**src/rtl/zube_bus_sequencer.sv**
```systemverilog
// Two-requester sequencer for the shared 8-bit register bus: arbitration, CS/strobe timing, read capture.
// Optional feature: define ZUBE_BUS_ROUND_ROBIN_EN for alternating tie-break; otherwise requester A has fixed priority.
module zube_bus_sequencer #(
  parameter int SETUP_CYCLES  = 1,
  parameter int STROBE_CYCLES = 4,
  parameter int HOLD_CYCLES   = 1
) (
  input  logic       clk,
  input  logic       reset,
  input  logic       req_a,
  input  logic       req_b,
  input  logic       we_a,
  input  logic       we_b,
  input  logic       sel_a,
  input  logic       sel_b,
  input  logic [7:0] wdata_a,
  input  logic [7:0] wdata_b,
  output logic       ack_a,
  output logic       ack_b,
  output logic [7:0] rdata,
  output logic       busy,
  output logic       reg1_cs_b,
  output logic       reg2_cs_b,
  output logic       write_strobe_b,
  output logic       read_strobe_b,
  output logic [7:0] bus_dout,
  output logic       bus_oe,
  input  logic [7:0] bus_din
);

  localparam int MAX_CYCLES =
    (SETUP_CYCLES > STROBE_CYCLES)
      ? ((SETUP_CYCLES > HOLD_CYCLES) ? SETUP_CYCLES : HOLD_CYCLES)
      : ((STROBE_CYCLES > HOLD_CYCLES) ? STROBE_CYCLES : HOLD_CYCLES);
  localparam int CNT_W = (MAX_CYCLES > 1) ? $clog2(MAX_CYCLES) : 1;

  localparam logic [CNT_W-1:0] SETUP_LD  = CNT_W'(SETUP_CYCLES - 1);
  localparam logic [CNT_W-1:0] STROBE_LD = CNT_W'(STROBE_CYCLES - 1);
  localparam logic [CNT_W-1:0] HOLD_LD   = CNT_W'(HOLD_CYCLES - 1);

  typedef enum logic [2:0] {
    ST_IDLE,
    ST_SETUP,
    ST_STROBE,
    ST_HOLD,
    ST_ACK
  } state_e;

  typedef enum logic {
    GRANT_A,
    GRANT_B
  } grant_e;

  state_e           state_q, state_d;
  logic [CNT_W-1:0] cnt_q, cnt_d;
  logic             we_q, we_d;
  logic             sel_q, sel_d;
  grant_e           last_grant_q, last_grant_d;
  logic             pick_b;
  logic             in_xfer;

  logic       ack_a_q, ack_a_d;
  logic       ack_b_q, ack_b_d;
  logic [7:0] rdata_q, rdata_d;
  logic       cs1_q, cs1_d;
  logic       cs2_q, cs2_d;
  logic       ws_q, ws_d;
  logic       rs_q, rs_d;
  logic [7:0] dout_q, dout_d;
  logic       oe_q, oe_d;

  always_comb begin
`ifdef ZUBE_BUS_ROUND_ROBIN_EN
    pick_b = req_b && (!req_a || (last_grant_q == GRANT_A));
`else
    pick_b = req_b && !req_a;
`endif
  end

  // NOTE: every variable gets a default before the case so no path leaves it unassigned (no latches).
  always_comb begin
    state_d      = state_q;
    cnt_d        = cnt_q;
    we_d         = we_q;
    sel_d        = sel_q;
    last_grant_d = last_grant_q;
    rdata_d      = rdata_q;
    dout_d       = dout_q;

    unique case (state_q)
      ST_IDLE: begin
        if (req_a || req_b) begin
          we_d         = pick_b ? we_b : we_a;
          sel_d        = pick_b ? sel_b : sel_a;
          last_grant_d = pick_b ? GRANT_B : GRANT_A;
          if (we_d) dout_d = pick_b ? wdata_b : wdata_a;
          cnt_d        = SETUP_LD;
          state_d      = ST_SETUP;
        end
      end
      ST_SETUP: begin
        if (cnt_q == '0) begin
          cnt_d   = STROBE_LD;
          state_d = ST_STROBE;
        end else begin
          cnt_d = cnt_q - CNT_W'(1);
        end
      end
      ST_STROBE: begin
        if (cnt_q == '0) begin
          // Last strobe cycle: the peripheral's read data is settled on bus_din here.
          if (!we_q) rdata_d = bus_din;
          cnt_d   = HOLD_LD;
          state_d = ST_HOLD;
        end else begin
          cnt_d = cnt_q - CNT_W'(1);
        end
      end
      ST_HOLD: begin
        if (cnt_q == '0) state_d = ST_ACK;
        else             cnt_d   = cnt_q - CNT_W'(1);
      end
      ST_ACK:  state_d = ST_IDLE;
      default: state_d = ST_IDLE;
    endcase

    // Bus outputs are decoded from the next state so the pads change exactly on the state edge.
    in_xfer = (state_d == ST_SETUP) || (state_d == ST_STROBE) || (state_d == ST_HOLD);
    cs1_d   = !(in_xfer && !sel_d);
    cs2_d   = !(in_xfer && sel_d);
    ws_d    = !((state_d == ST_STROBE) && we_d);
    rs_d    = !((state_d == ST_STROBE) && !we_d);
    oe_d    = in_xfer && we_d;
    ack_a_d = (state_d == ST_ACK) && (last_grant_d == GRANT_A);
    ack_b_d = (state_d == ST_ACK) && (last_grant_d == GRANT_B);
  end

  // NOTE: state registers use non-blocking assignments so all flops update together at the edge.
  always_ff @(posedge clk) begin
    if (reset) begin
      state_q      <= ST_IDLE;
      cnt_q        <= '0;
      we_q         <= 1'b0;
      sel_q        <= 1'b0;
      last_grant_q <= GRANT_B;
      ack_a_q      <= 1'b0;
      ack_b_q      <= 1'b0;
      rdata_q      <= 8'h00;
      cs1_q        <= 1'b1;
      cs2_q        <= 1'b1;
      ws_q         <= 1'b1;
      rs_q         <= 1'b1;
      dout_q       <= 8'h00;
      oe_q         <= 1'b0;
    end else begin
      state_q      <= state_d;
      cnt_q        <= cnt_d;
      we_q         <= we_d;
      sel_q        <= sel_d;
      last_grant_q <= last_grant_d;
      ack_a_q      <= ack_a_d;
      ack_b_q      <= ack_b_d;
      rdata_q      <= rdata_d;
      cs1_q        <= cs1_d;
      cs2_q        <= cs2_d;
      ws_q         <= ws_d;
      rs_q         <= rs_d;
      dout_q       <= dout_d;
      oe_q         <= oe_d;
    end
  end

  assign ack_a          = ack_a_q;
  assign ack_b          = ack_b_q;
  assign rdata          = rdata_q;
  assign busy           = (state_q != ST_IDLE);
  assign reg1_cs_b      = cs1_q;
  assign reg2_cs_b      = cs2_q;
  assign write_strobe_b = ws_q;
  assign read_strobe_b  = rs_q;
  assign bus_dout       = dout_q;
  assign bus_oe         = oe_q;

endmodule

```
**config.mk**
```make
export PLATFORM = sky130hd
export DESIGN_NAME = zube_bus_sequencer
export DESIGN_NICKNAME = d
export VERILOG_FILES = /design/src/rtl/zube_bus_sequencer.sv
export SDC_FILE = /design/constraint.sdc
export NUM_CORES = 1
export LEC_CHECK = 0
export BUFFER_PORTS_ARGS = -buffer_cell sky130_fd_sc_hd__buf_2
export CELL_PAD_IN_SITES_DETAIL_PLACEMENT = 0
export CELL_PAD_IN_SITES_GLOBAL_PLACEMENT = 1
export CORE_MARGIN = 2
export CORE_UTILIZATION = 37
export CTS_BUF_LIST = sky130_fd_sc_hd__clkbuf_16
export CTS_CLUSTER_SIZE = 12
export DETAILED_ROUTE_END_ITERATION = 12
export PLACE_DENSITY_LB_ADDON = 0.1
export SETUP_SLACK_MARGIN = 0.5
export SLEW_MARGIN = 15
export SYNTH_ARGS = -nofsm -noshare
export SYNTH_HDL_FRONTEND = slang
export SYNTH_SLANG_ARGS = --single-unit
```
**constraint.sdc**
```tcl
create_clock -name clk -period 3.9 [get_ports clk]
set_input_delay 0.195 -clock clk [delete_from_list [all_inputs] [get_ports clk]]
set_output_delay 0.195 -clock clk [all_outputs]
set_load 0.01 [all_outputs]
```
* Yosys cells after proc, flatten, opt, wreduce, memory -nomap -nowiden *
Cells that the tools add are included.

storage, ports and cells
  flip-flop bits (word level) = 31
  output and inout bits = 24
  word-level logic and storage cells = 71

cells by class
  add/sub/neg operators = 1
  equal/unequal tests = 9
  muxes and demuxes = 20
  bitwise gates (word level) = 2
  reduce and logical (&&, ||, !) cells = 25

operators by type and width
  kind                                                                   count
  3-bit by 2-bit equality test with 1-bit output, second input constant  4
  3-bit two-way mux                                                      4
  3-bit one-hot mux with 4 select lines                                  1
  1-bit two-way mux                                                      9
  3-bit AND reduction                                                    3
  1-bit logical AND                                                      8
  2-bit two-way mux                                                      4
  8-bit two-way mux                                                      1
  2-bit one-hot mux with 4 select lines                                  1
  1-bit zero test                                                        7
  3-bit by 1-bit equality test with 1-bit output, second input constant  2
  2-bit inequality test, second input constant                           2
  4-bit nonzero test                                                     1
  3-bit equality test, second input constant                             1
  3-bit zero test                                                        1
  1-bit logical OR                                                       3
  3-bit nonzero test                                                     1
  2-bit zero test                                                        1
  1-bit inverter                                                         2
  2-bit by 1-bit subtractor with 2-bit output, second input constant     1

* Logic depth before layout (Yosys ltp) *
Gate-level depths: netlist of the first run.

  word-level depth = 8
  gate-level depth with buffers = 7
  depth with buffers taken out = 6

* Worst setup path after synthesis of the first run *
Ideal clock, no wire load.

  kind = reg2reg
  start = register cnt_q[0]
  end = register cnt_q[1]
  setup time = 0.117 ns
  arrival time = 1.517 ns
  required time = 3.783 ns
  slack = 2.266 ns
  stages on the path, launching flop included = 7
  period minus slack after synthesis = 1.634 ns
  cell sequence = dfxtp_1 -> inv_1 -> ha_1 -> and3_1 -> a211o_1 -> nor2b_1 -> a22o_1

between the ends
  longest elaborated chain between the ends = 3
  elaborated cells between the ends (all ways) = 8
  classes of those cells = add/sub: 1; eq/ne: 1; mux: 4; reduce/logical: 2

ends and longest elaborated chain
  what                                                                            line  source
  start, declared                                                                 55    logic [CNT_W-1:0] cnt_q, cnt_d;
  start signal, assigned                                                          157   cnt_q <= cnt_d;
  2-bit by 1-bit subtractor with 2-bit output or 2-bit zero test (tied branches)  n/a
  2-bit two-way mux, or another cell as far along                                 120   if (cnt_q == '0) state_d = ST_ACK;
  2-bit one-hot mux with 4 select lines or 3-bit AND reduction (tied branches)    n/a

Parallel ways exist; a longest one is shown, timed or not. The select of a mux whose other input is x is not followed.
A chain may end at the register's enable or synchronous reset.

* Final worst setup path of the first run *
Ends and elaborated chain as after synthesis.

==> metrics.csv, run 1 <==
metric;value;unit
worst hold path class;in2reg;
remaining antenna violation count;0;
grt total ovfl;0;
PwrDens;688;nW/um^2
Flop pwr share;0.384;
cell count after synthesis;132;
post-synth top area cell;dfxtp_1;
final worst path period share;0.453;
flop2flop setup slack;2.13;ns
Worst VDD drop;0.323;mV
crit end category;flop;
Synth top area share;0.468;
CP startpoint kind;flop;
Hold Fails Final Rpt;0;
vias per cell;4.70;
RSZ-0062 raised after global routing;false;
Max-Cap Viols;0;
arrival time at the worst endpoint;1.93;ns
Ys Warns;0;
pre-CTS setup slack;2.13;ns
syn avg cell area;10.0;sq um
crit-path max FO;5;
Worst Skew;0.00507;ns
clk sinks;31;
vias;1095;
top_reg_cell synth;dfxtp_1;
Initial Util;0.391;
post-synthesis async set-or-reset flop share;0;
vias in the first global route;1063;
first-pass GRT wire length;4.61;mm
number of gates resized after CTS;0;
clock network power share;0.290;
Max transition margin;0.403;
hold buffer count at CTS;0;
Synth area leaders;dfxtp_1, mux2i_1, nor2_1;
worst skew pair latency;0.27;ns
area of the mapped netlist;1330;sq um
combinational cell fraction of total power;0.325;
Final TNS setup;0;ns
Period minus WS final;1.77;ns
port buffer count;55;
die height;63.9;microns
final wirelength;2.76;mm
Core ar.;3390;sq um
largest net degree at the start of global routing;26;
Syn-to-layout area delta;31.7;%
crit path kind;reg2reg;
Nets;222;
EDFF count, synth;0;
most common cell in the synthesized netlist;dfxtp_1;
initial antenna violation count;0;
FMAX;565;MHz
Critical Path RT;4.06;ns
Commonest cells post-synth;dfxtp_1, nor2_1, mux2i_1, a211oi_1, nand2_1;
worst reg2reg startpoint;cnt_q[0];
1st-iter DRT viols;39;
number of top-level pins;56;
Synth Register Bits;31;
CTS H-tree lvls;2;
post-CTS setup buffer count;0;
placed wire-length estimate;2.06;mm
DRC viols;0;
clock-pin transition on the worst setup and hold timing paths;0.05;ns
CTS tree;done;
maximum clock path buffer count;2;
Switch Pwr;404;uW
Net Sw Frac;0.336;
Setup crit start;cnt_q[0];
outcome;finished clean;
Die ar.;4080;sq um
sequential area share after synthesis;0.468;
Tot GR Track Use;0.149;
CTS Buf Count;5;
Rows;21;
Synth Net Count;167;
ratio of cells with drive above 1 in the final layout;0.364;
post-synthesis cell type count;36;
CTS Root Cell;clkbuf_16;
Worst Tran Pin Value;0.893;ns
placer congestion estimate;0.759;
final setup fails;0;
Hold Startpoint;bus_din[2];
Diodes inserted;0;
Pint;799;uW
Die W;63.9;microns
WL/cell;11.8;microns
TritonRoute pass-1 iters;4;
Slew Limit Fails;0;
Filler cells;325;
PnR worst setup slack;2.13;ns
static leakage;0.806;nW
-- critical path, cell delays in order, from the launching register on --
cell	delay (ns)
dfxtp_1	0.37
inv_1	0.08
ha_1	0.28
and3_1	0.24
a211o_1	0.30
nor2b_1	0.15
a22o_1	0.24
-- metrics by stage --
step                      power, mW  hold WS [ns]  cells  instance area (sq um)  utilization
after floorplan               0.763         0.342    132                   1330            -
after global placement        0.854         0.428    226                   1610        0.476
after detailed placement      0.864         0.440    226                   1610        0.476
after CTS                      1.22         0.158    233                   1750        0.515
after global routing           1.30         0.162    233                   1750        0.515
final                          1.20         0.159    233                   1750        0.515
-- cell type report --
cell class | count | area (sq um) | area share
Clock buffer | 5 | 125 | 0.0716
Tap cell | 46 | 57.6 | 0.0330
Clock inverter | 2 | 8.76 | 0.00501
Timing Repair Buffer | 55 | 275 | 0.158
Inverter | 4 | 15.0 | 0.00860
Sequential cell | 31 | 621 | 0.355
Multi-Input combinational cell | 90 | 644 | 0.369
-- cell families (layout without fill, tap and decap cells) --
kind of cell	Yosys count	after routing	synth area share
flip-flops	31	31	0.468
AND/OR/NAND/NOR	46	46	0.183
buffers and inverters	11	66	0.0462
multiplexers	17	17	0.128
XOR/XNOR	1	1	0.00660
adder cells (fa/ha/maj)	3	3	0.0283
AO/OA/AOI/OAI	23	23	0.140
-- placed cells by master, fill, tap and decap left out, drive strengths merged, types with 3 or more instances in the layout --
cell type	Yosys	final
dfxtp	31	31
inv	4	4
clkbuf	3	5
nand2b	4	4
a211oi	8	8
buf	4	55
ha	3	3
mux2i	17	17
a22o	3	3
nor3	3	3
a21oi	4	4
nand2	7	7
nor2	24	24
-- power groups by stage --
stage	logic, mW	clock network (mW)	registers, mW
6_report	0.391	0.349	0.462
5_1_grt	0.440	0.384	0.474
4_1_cts	0.398	0.359	0.463
3_5_place_dp	0.397	0	0.467
3_3_place_gp	0.389	0	0.464
2_1_floorplan	0.304	0	0.459
-- per-layer routing --
metal  global-route usage  up-vias  routed length, microns
li1                     -      560                       -
met1                0.157      504                    1150
met2                0.262       29                    1450
met3               0.0581        2                     137
met4               0.0652        0                      19
met5                    0        -                       0
-- flip-flops by register name (all words and copies together) (netlist names) --
name and flops:
bus_dout 8, rdata 8, state_q 3, cnt_q 2, ack_a 1, ack_b 1
bus_oe 1, last_grant_q 1, read_strobe_b 1, reg1_cs_b 1, reg2_cs_b 1, sel_q 1
we_q 1, write_strobe_b 1
-- path summary, 6_finish.rpt --
check	to	cells past startpoint
setup / recovery	cnt_q[1]	6
hold / removal	rdata[2]	3
setup reg to reg	cnt_q[1]	6
hold reg to reg	rdata[2]	2
Power figures use the tool's default switching activity.
==> run 2, diff against run 1 <==
Settings changed: CORE_UTILIZATION 37 to 34.
Clock period 3.9 ns to 1.7 ns, I/O delays scaled along.
==> run 2 against run 1 <==
Effect of this change: final cell count increased by 12%; core utilization increased by 7.0 points; global-route usage increased by 0.94 points; non-clock buffer count increased by 26; first-iteration DRC count decreased by 13%; fmax increased by 26%; register-to-register slack got worse by 1.8 ns; clock-buffer cell count unchanged; flip-flop and latch count unchanged; hold slack got worse by 0.10 ns; routed wire length increased by 22%; clock skew increased by 0.0028 ns; highest routed layer unchanged.
==> metrics.csv, run 2 (synthesis results as in run 1) <==
metric;value;unit;change
flop2flop setup slack;0.30;ns;-1.83 ns
RSZ-0062 raised after global routing;true;;
Core ar.;3720;sq um;+9.6%
Critical Path RT;1.86;ns;-2.20 ns
area of the multi-input gates;773;sq um;+20%
port buffer count;55;;unchanged
clock-pin transition on the worst setup and hold timing paths;0.05;ns;about the same
vias;1244;;+14%
DRC viols;0;;unchanged
Pint;2.36;mW;+200%
CTS Buf Count;5;;unchanged
maximum clock path buffer count;2;;unchanged
placed wire-length estimate;2.15;mm;+4.3%
Flop pwr share;0.299;;-0.085
remaining antenna violation count;0;;unchanged
most common cell after layout, fill and taps aside;buf_2;;
static leakage;0.991;nW;+23%
largest net degree at the start of global routing;26;;unchanged
Max transition margin;0.615;;+0.212
crit-path max FO;3;;-2
TritonRoute pass-1 iters;2;;-2
CTS tree;done;;
Filler cells;325;;unchanged
initial antenna violation count;0;;unchanged
final wirelength;3.36;mm;+22%
WL/cell;12.8;microns;+8.3%
vias in the first global route;1129;;+6.2%
Period minus WS final;1.40;ns;-0.369 ns
CTS H-tree lvls;2;;unchanged
Worst Tran Pin Value;0.578;ns;-0.315 ns
vias per cell;4.75;;+1.0%
Net Sw Frac;0.335;;-0.00108
final setup fails;0;;unchanged
CTS Root Cell;clkbuf_16;;
combinational cell fraction of total power;0.475;;+0.150
Worst Skew;0.00783;ns;+0.00275 ns
ratio of cells with drive above 1 in the final layout;0.565;;+0.202
Worst VDD drop;0.678;mV;+110%
placer congestion estimate;0.719;;-5.2%
1st-iter DRT viols;34;;-13%
Syn-to-layout area delta;64.0;%;
final worst path period share;0.823;;+0.370
Rows;22;;+4.8%
Max-Cap Viols;0;;unchanged
Slew Limit Fails;0;;unchanged
outcome;finished clean;;
number of top-level pins;56;;unchanged
crit path kind;reg2reg;;
grt total ovfl;0;;unchanged
Final TNS setup;0;ns;unchanged
most frequent cells in the layout;buf_2, dfxtp_1, nor2_1;;
worst skew pair latency;0.27;ns;about the same
PwrDens;1630;nW/um^2;+140%
Tot GR Track Use;0.159;;+0.00939
Hold Fails Final Rpt;0;;unchanged
first-pass GRT wire length;5.20;mm;+13%
CP startpoint kind;flop;;
crit end category;flop;;
final core occ;0.585;;+0.0699
post-route design area;2170;sq um;+24%
area occupied by registers;634;sq um;+2.2%
worst hold path class;in2reg;;
clk sinks;31;;unchanged
die height;66.5;microns;+4.0%
arrival time at the worst endpoint;1.56;ns;-0.37 ns
clock network power share;0.226;;-0.064
Initial Util;0.357;;-0.0344
Nets;248;;+12%
hold slack;0.0569;ns;-0.102 ns
Die ar.;4420;sq um;+8.3%
Die W;66.5;microns;+4.0%
Switch Pwr;1.19;mW;+190%
Placed Area;1720;sq um;+6.4%
Diodes inserted;0;;unchanged
FMAX;715;MHz;+26%
-- run 2: stage by stage --
step / worst slack (ns) / power, mW / instances
after global placement: 0.176 / 2.09 / 231
after detailed placement: 0.160 / 2.12 / 231
after CTS: 0.247 / 3.34 / 255
after global routing: 0.228 / 3.77 / 262
final: 0.301 / 3.55 / 262
after floorplan: 0.257 / 1.84 / 132
-- run 2: repair_timing --
item,CTS,global route
gates cloned,2,0
pin swaps,8,11
hold buffers,0,0
setup buffers,14,7
setup endpoints to repair,28,30
gates resized for setup,15,14
-- run 2: critical path, cell delays in order, from the launching register on --
cell,delay [ns]
dfxtp_2,0.33
inv_2,0.05
ha_4,0.17
and3_4,0.15
a211o_1,0.24
nor2b_4,0.13
a22o_1,0.21
-- run 2: layer usage --
metal,wire length (microns),share of wire,vias to the layer above,GRT usage
li1,-,-,623,-
met1,1490,0.44,576,0.198
met2,1610,0.48,40,0.248
met3,201,0.060,5,0.0524
met4,57,0.017,0,0.0714
met5,0,0,-,0
-- run 2: cell type report --
type                            instances  share of cell area
Sequential cell                        31               0.292
Timing Repair Buffer                   81               0.255
Multi-Input combinational cell         90               0.356
Tap cell                               48              0.0276
Clock buffer                            5              0.0575
Clock inverter                          3             0.00518
Inverter                                4             0.00690
-- run 2: worst paths after layout --
path | start | to | cells past startpoint
min reg2reg | sel_q | reg1_cs_b | 2
max reg2reg | cnt_q[0] | cnt_q[1] | 6
max | cnt_q[0] | cnt_q[1] | 6
min | bus_din[2] | rdata[2] | 3
-- run 2: power groups by stage --
stage	registers (mW)	clock network (mW)	logic, mW
floorplan	1.06	0	0.781
global placement	1.07	0	1.02
detailed placement	1.08	0	1.04
CTS	1.07	0.828	1.44
global route	1.08	0.866	1.83
finish	1.06	0.804	1.69
==> run 3, diff against run 2 <==
Clock period 1.7 ns to 1.32 ns, I/O delays scaled along.
==> run 3 against run 2 <==
Effect of this change: register-to-register slack worse by 0.41 ns; flip-flop and latch count stayed put; routed wire length is 0.54% lower; highest routed layer unchanged; final cell count is 0.38% higher; core utilization is 3.2 points higher; fmax is 2.0% lower; the flow now finishes with violations (setup timing); power is 38% higher; first-iteration DRC count is 2.9% lower; die area stayed put; critical endpoint unchanged; critical path type unchanged; sequential power is 31% higher.
==> metrics.csv, run 3 (synthesis results as in run 1) <==
metric;value;unit;change
failing checks;setup timing;;
RSZ-0062 raised after global routing;true;;
post-route design area;2290;sq um;+5.5%
placer congestion estimate;0.797;;+11%
placed wire-length estimate;2.26;mm;+5.4%
Nets;249;;+0.40%
arrival time at the worst endpoint;1.59;ns;+0.03 ns
largest net degree at the start of global routing;22;;-15%
Switch Pwr;1.59;mW;+34%
Worst Skew;0.00432;ns;-0.00350 ns
port buffer count;55;;unchanged
vias;1259;;+1.2%
crit end category;flop;;
grt total ovfl;0;;unchanged
Diodes inserted;0;;unchanged
outcome;finished, violations left;;
worst hold path class;in2reg;;
Max transition margin;0.768;;+0.153
combinational cell fraction of total power;0.458;;-0.017
PnR worst setup slack;-0.108;ns;-0.409 ns
hold buffer count at CTS;0;;unchanged
CTS Root Cell;clkbuf_16;;
CTS H-tree lvls;2;;unchanged
Initial Util;0.357;;unchanged
Worst VDD drop;1.15;mV;+70%
PwrDens;2130;nW/um^2;+31%
CTS Buf Count;5;;unchanged
initial antenna violation count;0;;unchanged
1st-iter DRT viols;33;;-2.9%
Die W;66.5;microns;unchanged
number of top-level pins;56;;unchanged
ratio of cells with drive above 1 in the final layout;0.665;;+0.0997
crit path kind;reg2reg;;
CP startpoint kind;flop;;
Syn-to-layout area delta;73.0;%;
Flop pwr share;0.283;;-0.016
Worst Tran Pin Value;0.347;ns;-0.231 ns
Die ar.;4420;sq um;unchanged
maximum clock path buffer count;2;;unchanged
clock-pin transition on the worst setup and hold timing paths;0.05;ns;about the same
clk sinks;31;;unchanged
first-pass GRT wire length;5.22;mm;+0.27%
clock network power share;0.259;;+0.033
Core ar.;3720;sq um;unchanged
Slew Limit Fails;0;;unchanged
Pint;3.31;mW;+40%
DRC viols;0;;unchanged
final worst path period share;1.08;;+0.259
remaining antenna violation count;0;;unchanged
Placed Area;1820;sq um;+6.2%
Net Sw Frac;0.324;;-0.0103
pre-CTS setup slack;-0.102;ns;-0.262 ns
WL/cell;12.7;microns;-0.91%
Rows;22;;unchanged
Period minus WS final;1.43;ns;+0.0291 ns
final core occ;0.618;;+0.0323
most frequent cells in the layout;buf_2, mux2i_1, buf_4;;
Critical Path RT;1.48;ns;-0.38 ns
worst skew pair latency;0.27;ns;about the same
crit-path max FO;3;;unchanged
Hold Startpoint;bus_din[7];;
die height;66.5;microns;unchanged
Hold Fails Final Rpt;0;;unchanged
most common cell after layout, fill and taps aside;buf_2;;
Max-Cap Viols;0;;unchanged
FMAX;700;MHz;-2.0%
CTS tree;done;;
final wirelength;3.34;mm;-0.54%
Tot GR Track Use;0.159;;+0.000339
vias per cell;4.79;;+0.82%
TritonRoute pass-1 iters;4;;+2
vias in the first global route;1164;;+3.1%
Setup crit start;cnt_q[0];;
static leakage;1.04;nW;+4.9%
final setup fails;15;;+15
worst reg2reg startpoint;cnt_q[0];;
## run 3: critical path, cell delays in order, from the launching register on
cell,delay [ns]
dfxtp_2,0.34
inv_2,0.05
ha_4,0.17
and3_4,0.15
a211o_1,0.24
nor2b_4,0.14
a22o_1,0.23
## run 3: routing by layer
layer / track usage / routed length, microns / up-vias
li1: - / - / 619
met1: 0.186 / 1370 / 581
met2: 0.265 / 1650 / 51
met3: 0.0574 / 249 / 8
met4: 0.0587 / 71 / 0
met5: 0 / 0 / -
## run 3: worst paths after layout
kind,endpoint,slack (ns),cells past startpoint
setup / recovery,cnt_q[1],-0.11,6
hold / removal,rdata[7],0.03,3
setup reg to reg,cnt_q[1],-0.11,6
hold reg to reg,rdata[7],0.48,2
## run 3: power by group through the flow
stage / combinational, mW / clock (mW) / sequential (mW)
CTS: 2.12 / 1.30 / 1.36
global route: 2.43 / 1.33 / 1.41
detailed placement: 1.64 / 0 / 1.34
global placement: 1.60 / 0 / 1.33
finish: 2.24 / 1.27 / 1.39
floorplan: 1.03 / 0 / 1.37
## run 3: cell type report
class                           instances  area, sq um
Timing Repair Buffer                   82          588
Inverter                                4         15.0
Fill cell                             336         1420
Clock inverter                          3         38.8
Tap cell                               48         60.1
Sequential cell                        31          648
Multi-Input combinational cell         90          820
Clock buffer                            5          125
## run 3: stage by stage
stage                     power (mW)  instances  hold slack (ns)  setup TNS [ns]
after floorplan                 2.40        132            0.213           -1.63
after global placement          2.93        242            0.301          -0.126
after detailed placement        2.98        242            0.315          -0.431
after CTS                       4.77        261           0.0248          -0.577
after global routing            5.17        263           0.0401           -2.04
final                           4.90        263           0.0271          -0.425
## run 3: timing repair
item,in CTS,in global routing
setup endpoints to repair,34,42
resized for setup,35,22
cloned,1,0
setup buffers,10,2
pin swaps,14,6
